### config.mk
export PLATFORM = sky130hd
export DESIGN_NAME = ip_checksum_8bit_acc_flat
export DESIGN_NICKNAME = d
export VERILOG_FILES = /design/src/rtl/ip_checksum_8bit_acc_if.sv /design/src/rtl/ip_checksum_8bit_acc.sv /design/src/flat_wrapper.sv
export SDC_FILE = /design/constraint.sdc
export NUM_CORES = 1
export LEC_CHECK = 0
export ABC_CLOCK_PERIOD_IN_PS = 4300
export BUFFER_PORTS_ARGS = -buffer_cell sky130_fd_sc_hd__clkbuf_2
export CORE_UTILIZATION = 52
export DETAILED_ROUTE_END_ITERATION = 10
export GPL_ROUTABILITY_DRIVEN = 0
export HOLD_SLACK_MARGIN = 0.02
export PLACE_DENSITY = 0.88
export SLEW_MARGIN = 20
export SYNTH_ARGS = -nofsm -noshare
export SYNTH_HDL_FRONTEND = slang
export SYNTH_SLANG_ARGS = --single-unit
### constraint.sdc
create_clock -name clk -period 4.3 [get_ports clk]
set_input_delay 0.215 -clock clk [delete_from_list [all_inputs] [get_ports clk]]
set_output_delay 0.215 -clock clk [all_outputs]
set_load 0.005 [all_outputs]
### src/rtl/ip_checksum_8bit_acc_if.sv
// Byte-strobe bus for the IP checksum accumulator.
// The master drives the tagged byte stream; the slave (accumulator) returns the checksum.
interface ip_checksum_8bit_acc_if;
  logic        dv_even;
  logic        dv_odd;
  logic [7:0]  data;
  logic [15:0] checksum;

  modport master (
    output dv_even,
    output dv_odd,
    output data,
    input  checksum
  );

  modport slave (
    input  dv_even,
    input  dv_odd,
    input  data,
    output checksum
  );
endinterface

### src/rtl/ip_checksum_8bit_acc.sv
// ip_checksum_8bit_acc
// Byte-serial RFC 1071 one's-complement checksum accumulator.
// Bytes tagged even land in the high half of a 16-bit word, odd bytes in the low
// half; both strobes together add the byte to both halves. The running sum uses
// end-around carry and the checksum is its complement.
// Optional feature macro: UDP_ZERO_SUBST_EN -- when defined, a computed checksum
// of 16'h0000 is sent as 16'hFFFF (UDP "zero means no checksum" rule).
module ip_checksum_8bit_acc #(
  parameter logic [15:0] INIT_SUM = 16'h0000
) (
  input  logic                   clk,
  input  logic                   reset,
  ip_checksum_8bit_acc_if.slave  bus
);

  logic [15:0] acc;
  logic [15:0] addend;
  logic [16:0] sum_wide;
  logic [15:0] acc_next;
  logic [15:0] acc_inv;

  // Place the incoming byte into the word half (or halves) selected by the strobes.
  always_comb begin
    addend = 16'h0000;
    unique case ({bus.dv_even, bus.dv_odd})
      2'b10:   addend = {bus.data, 8'h00};
      2'b01:   addend = {8'h00, bus.data};
      2'b11:   addend = {bus.data, bus.data};
      default: addend = 16'h0000;
    endcase
  end

  // One's-complement add: fold the carry out of bit 15 back into bit 0.
  // The fold cannot overflow because a carry-out implies the low half is at most 16'hFFFE.
  always_comb begin
    sum_wide = {1'b0, acc} + {1'b0, addend};
    acc_next = sum_wide[15:0] + {15'd0, sum_wide[16]};
  end

  // Running sum register; reset wins over any strobe in the same cycle.
  always_ff @(posedge clk) begin
    if (reset) begin
      acc <= INIT_SUM;
    end else if (bus.dv_even || bus.dv_odd) begin
      acc <= acc_next;
    end
  end

  // Present the complemented sum, optionally substituting all-ones for a zero result.
  always_comb begin
    acc_inv = ~acc;
`ifdef UDP_ZERO_SUBST_EN
    if (acc_inv == 16'h0000) begin
      bus.checksum = 16'hFFFF;
    end else begin
      bus.checksum = acc_inv;
    end
`else
    bus.checksum = acc_inv;
`endif
  end

endmodule

### src/flat_wrapper.sv
// flat-port wrapper written by rule: the top's interface ports become plain ports
module ip_checksum_8bit_acc_flat 
#(
  parameter logic [15:0] INIT_SUM = 16'h0000
)
  (clk, reset, bus_dv_even, bus_dv_odd, bus_data, bus_checksum);
  ip_checksum_8bit_acc_if bus_i ();
  input  logic clk;
  input  logic reset;
  input wire logic [$bits(bus_i.dv_even)-1:0] bus_dv_even;
  input wire logic [$bits(bus_i.dv_odd)-1:0] bus_dv_odd;
  input wire logic [$bits(bus_i.data)-1:0] bus_data;
  output wire logic [$bits(bus_i.checksum)-1:0] bus_checksum;
  assign bus_i.dv_even = bus_dv_even;
  assign bus_i.dv_odd = bus_dv_odd;
  assign bus_i.data = bus_data;
  assign bus_checksum = bus_i.checksum;
  ip_checksum_8bit_acc #(.INIT_SUM(INIT_SUM)) u_core (.clk(clk), .reset(reset), .bus(bus_i));
endmodule
Word level (Yosys, flattened, before mapping) --
Index checks and enable logic that the tools add are counted.
Cells by class: mux-type cells 1, add/sub/neg operators 2, bitwise gates (word level) 1, reductions and logical operators 1, equality and inequality tests 3
Operator list (count):
- $pmux 16 s3 | 1
- $add 16x16->17 | 1
- $add 16x1->16 | 1
- $not 16->16 | 1
- $eq 2x2->1 const B | 2
- $eq 2x1->1 const B | 1
- $logic_or 1x1->1 | 1
Storage, ports and cells: flip-flop bits (word level) 16

Logic depth before layout (Yosys ltp) --
depth after elaboration 4, depth in mapped cells 20, gate-level depth less buffers 20

Worst setup path after synthesis --
Ideal clock, no wire load.
path type reg2reg, start point register u_core.acc[0], end point register u_core.acc[15], period minus slack after synthesis 4103 ps, library setup time 112 ps, path slack 197 ps, arrival time 3991 ps, stages on the path, launching flop included 20, data required time 4188 ps, cells stage by stage dfxtp_1 > ha_1 > inv_1 > fa_1 > and2b_1 > o21ai_1 > a211o_1 > a21oi_1 > o21a_1 > o21ai_0 > nand2b_1 > a21o_1 > ha_1 > nand3b_1 > a211oi_1 > nand4_2 > nor4b_4 > o21ai_0 > o22a_1 > a2111oi_1
On the way: cells in the longest elaborated chain, start to end 2
RTL lines:
- start, declared | line ip_checksum_8bit_acc.sv:16 | logic [15:0] acc;
- start signal, assigned | line ip_checksum_8bit_acc.sv:45 | acc <= acc_next;
- $add 16x16->17 | line ip_checksum_8bit_acc.sv:36 | sum_wide = {1'b0, acc} + {1'b0, addend};
- $add 16x1->16 | line ip_checksum_8bit_acc.sv:37 | acc_next = sum_wide[15:0] + {15'd0, sum_wide[16]};
Every way passes these cells. A chain may end at the register's enable or synchronous reset.

Worst setup path after layout --
start point register u_core.acc[0], end point register u_core.acc[14]
The elaborated chain is that of the path after synthesis.

==> results.md <==
- The number of vias after detailed routing is 1,930.
- On the final layout, the worst hold slack is 353 ps.
- Measured along the x axis, the die boundary spans 62.1 um.
- The number of hold-slack violations in the final timing report was 0.
- The largest registers in the layout are u_core.acc: 16 flops.
- The part of the total power dissipated in sequential elements is 0.303.
- The clock group share of total power is 0.178.
- The cell taking the most area after synthesis is dfxtp_1.
- The time the final worst path needs with I/O delays and setup is 4210 ps.
- Counting instances, the worst hold path has a depth of 2.
- The area of the core is 3390 um2.
- The combinational fraction of design power is 0.519.
- The total number of H-tree levels is 1.
- The length in cells of the worst reg-to-reg path is 19.
- The flow ran to the end, and the final reports show no timing, DRC or antenna violations.
- The post-synthesis instance total is 244.
- After synthesis, the netlist uses 57 different library cells.
- 0 antenna diodes ended up in the layout.
- The share of total power consumed by net switching is 0.420.
- The measured slew at the worst slew-check pin is 548 ps.
- The design draws 616 uW.
- Relative to the synthesized area, the layout overhead comes to 19.2%.
- The number of maximum-capacitance violations is 0.
- In this run the count of I/O pins placed on the die edge is 28.
- The net count of the finished layout is 319.
- In this run, synthesis inferred 0 flip-flops with an integrated enable.
- The share of layout cells above drive strength 1 is 0.226.
- The slack of the critical path is 92.5 ps.
- The power density over cell area is 276 nW/um2.
- After synthesis the netlist holds a flip-flop and latch count of 16.
- The number of buffers added to fix hold violations after cts is 0.
- Timing analysis after detailed placement gives a worst setup slack of -143 ps.
- The die outline area is 3850 um2.
- The first global-routing pass estimated 7.66 mm of wire.
- The CTS sink count is 16.
- The post-synthesis average cell area is 7.69 um2.
- STA classifies the critical path startpoint as a flip-flop.
- The longest clock path from root to sink contains 2 buffers.
- The worst max-slew margin expressed relative to the limit is 0.632.
- The kind of critical path is reg -> reg.
- Data on the critical path is required at its endpoint by 4520 ps.
- The TritonCTS clock tree is yes.
- The worst register-to-register path ends at u_core.acc[14]$_SDFFE_PP0P_.
- The clock latency at the later pin of the worst-skew pair is 310 ps.
- The upper clock frequency limit is 238 MHz.
- The reg2reg setup slack is 90 ps.
- The worst hold path terminates at u_core.acc[0]$_SDFFE_PP0P_.
- The number of antenna-violating nets in the routed design is 0.
- Cell internal power was estimated by the tool at 358 uW.
- The overall die height is 62.1 um.
- The signal on the critical path passes through ha_1 > inv_1 > fa_1 > and2b_1 > o21ai_1 > a211o_1 > a21oi_2 > o21a_1 > o21ai_0 > nand2b_1 > a21o_1 > buf_4 > ha_1 > nor2b_2 > nand4_1 > nor3_2 > nand2_1 > or4_1 > a311oi_2.
- The overall track demand over capacity in global routing is 0.277.
- Setup violations remaining at the end of the flow were counted as 0.
- The type of the worst min-delay path is in -> reg.
- The async set-or-reset flop fraction in the synthesized netlist is 0.
- The most frequent standard cell in the layout excluding fill and tap cells is clkbuf_2.
- More flip-flops sit in one register than any other, and that register is u_core.acc.
- Counting every net in the synthesized netlist gives 275.
- The launch instance of the worst min-delay path is reset.
- In this run the clock root is driven by a clkbuf_4.
- The post-synthesis sequential area ratio is 0.171.
- The detailed-route wire length per cell is 15.2 um.
- In the layout the commonest cells are clkbuf_2, nor2_1, inv_1.
- In the finished design, the share of the clock period the worst path needs comes to 0.978.
- The first-pass iteration count of the detailed router is 4.
- In this run the worst path has a maximum fanout of 3.
- The static leakage is 0.00102 uW.
- After synthesis, the cell types taking the most area are dfxtp_1, ha_1, xnor2_1.
- Of the post-synthesis cell area, the dominant cell type holds 0.171.
- The worst-case IR drop observed on VDD is 0.000154 V.
- The cell area that synthesis handed to floorplanning was 1880 um2.
- The initial utilization of the core area, before any placement, comes to 0.553.
- After clock tree synthesis, the clock-pin slew on the worst setup and hold paths is 110 ps.
- The most common cell type on the critical path is ha_1.
- The largest individual stage delay along the critical path comes from the cell or4_1.
- The via count of the first global-routing pass is 1,690.
- The DRC violation total after the first TritonRoute iteration is 105.
- The number of placement rows is 21.
- The clock tree skew after final layout is 3.69 ps.
- The worst setup path startpoint is u_core.acc[0]$_SDFFE_PP0P_.
- In this run the power spent charging and discharging nets is 259 uW.
- The flip-flop count of the largest register after layout is 16.
- STA classifies the critical path endpoint as a flip-flop.
- The largest net degree at the start of global routing is 30.
- In the synthesized netlist the dominant register cell turns out to be dfxtp_1.
- The number of max-slew violations in the final report is 0.
- After detailed routing, the number of remaining DRC violations is 0.
- After detailed routing, the number of vias per cell comes to 5.80.
- The total CTS buffers is 3.
- The sum of overflow across all layers after global routing is 0.
- The number of warning messages in the yosys log is 0.
- The routed design has 5.06 mm of wire.
- The initial antenna violation count was 0.
- The count of buffers added on input and output ports is 27.
- The stage delay of the slowest cell on the critical path is 510 ps.
- After legalization and detailed placement, the total HPWL measured 3.71 mm.
- In this run the critical register-to-register path is launched from u_core.acc[0]$_SDFFE_PP0P_.
- STA puts the critical path data arrival time at 4430 ps.
[critical path: cells and delay by family (launching register included)]
kind / cells / cell delay, ps
and+or+nand+nor: 7 / 1540
DFF: 1 / 360
buffers and inverters: 2 / 170
AOI/OAI and AO/OA: 7 / 1340
adders and majority gates: 3 / 710
[power by group through the flow]
stage | Combinational [uW] | Clock, uW | Sequential (uW)
floorplan | 226 | 0 | 184
global placement | 296 | 0 | 188
detailed placement | 304 | 0 | 189
CTS | 308 | 114 | 186
global route | 352 | 121 | 189
finish | 320 | 110 | 186
[cell usage after synthesis, types with 5 or more instances]
cell      count
nor2b_1       6
inv_1        21
nor2_1       22
o21a_1        5
xnor2_1      13
nand3_1       8
nand2_1      17
a21o_1        5
o21ai_0       8
dfxtp_1      16
xor2_1        8
clkbuf_1      5
and2_1       15
ha_1         18
a21oi_1      16
a211oi_1     14
[worst max-delay path by stage]
stage / end / slack (ps)
2_1_floorplan: u_core.acc[15]$_SDFFE_PP0P_ / 200
3_3_place_gp: u_core.acc[15]$_SDFFE_PP0P_ / 60
3_5_place_dp: u_core.acc[15]$_SDFFE_PP0P_ / -140
4_1_cts: u_core.acc[15]$_SDFFE_PP0P_ / 40
5_1_grt: u_core.acc[14]$_SDFFE_PP0P_ / -110
6_report: u_core.acc[14]$_SDFFE_PP0P_ / 90
[logic make-up (layout without fill, tap and decap cells)]
group                    after synthesis  after routing  share of synthesized area
AND/OR/NAND/NOR                       92             92                      0.275
AO/OA/AOI/OAI                         66             66                      0.252
buffers and inverters                 28             71                     0.0600
XOR/XNOR                              22             22                      0.107
adder cells (fa/ha/maj)               19             19                      0.131
flip-flops                            16             16                      0.171
multiplexers                           1              1                    0.00534
[final cells by class]
class	instances	area, um2
inverters	21	78.8
fillers	270	1150
well taps	46	57.6
clock buffers	4	36.3
multi-input cells	200	1460
flip-flops and latches	16	322
repair buffers	46	278
[through the flow]
stage | util | instances | setup TNS, ps | instance area, um2
6_report | 0.660 | 333 | 0 | 2240
5_1_grt | 0.660 | 333 | -325 | 2240
4_1_cts | 0.642 | 327 | 0 | 2180
3_5_place_dp | 0.629 | 323 | -207 | 2130
3_3_place_gp | 0.629 | 323 | 0 | 2130
2_1_floorplan | - | 244 | 0 | 1880
[per-layer routing]
| layer | track usage | vias to the layer above | routed length (um) |
|---|---|---|---|
| li1 | - | 955 | - |
| met1 | 0.348 | 878 | 2060 |
| met2 | 0.441 | 77 | 2420 |
| met3 | 0.0559 | 20 | 340 |
| met4 | 0.156 | 0 | 233 |
| met5 | 0 | - | 0 |
[timing repair]
action / in CTS / in global routing
gates resized for setup: 2 / 5
setup endpoints to repair: 2 / 6
buffers inserted: 0 / 6
cloned: 0 / 0
pin swaps: 0 / 5
Note: power is estimated with default switching activity, not from simulation.
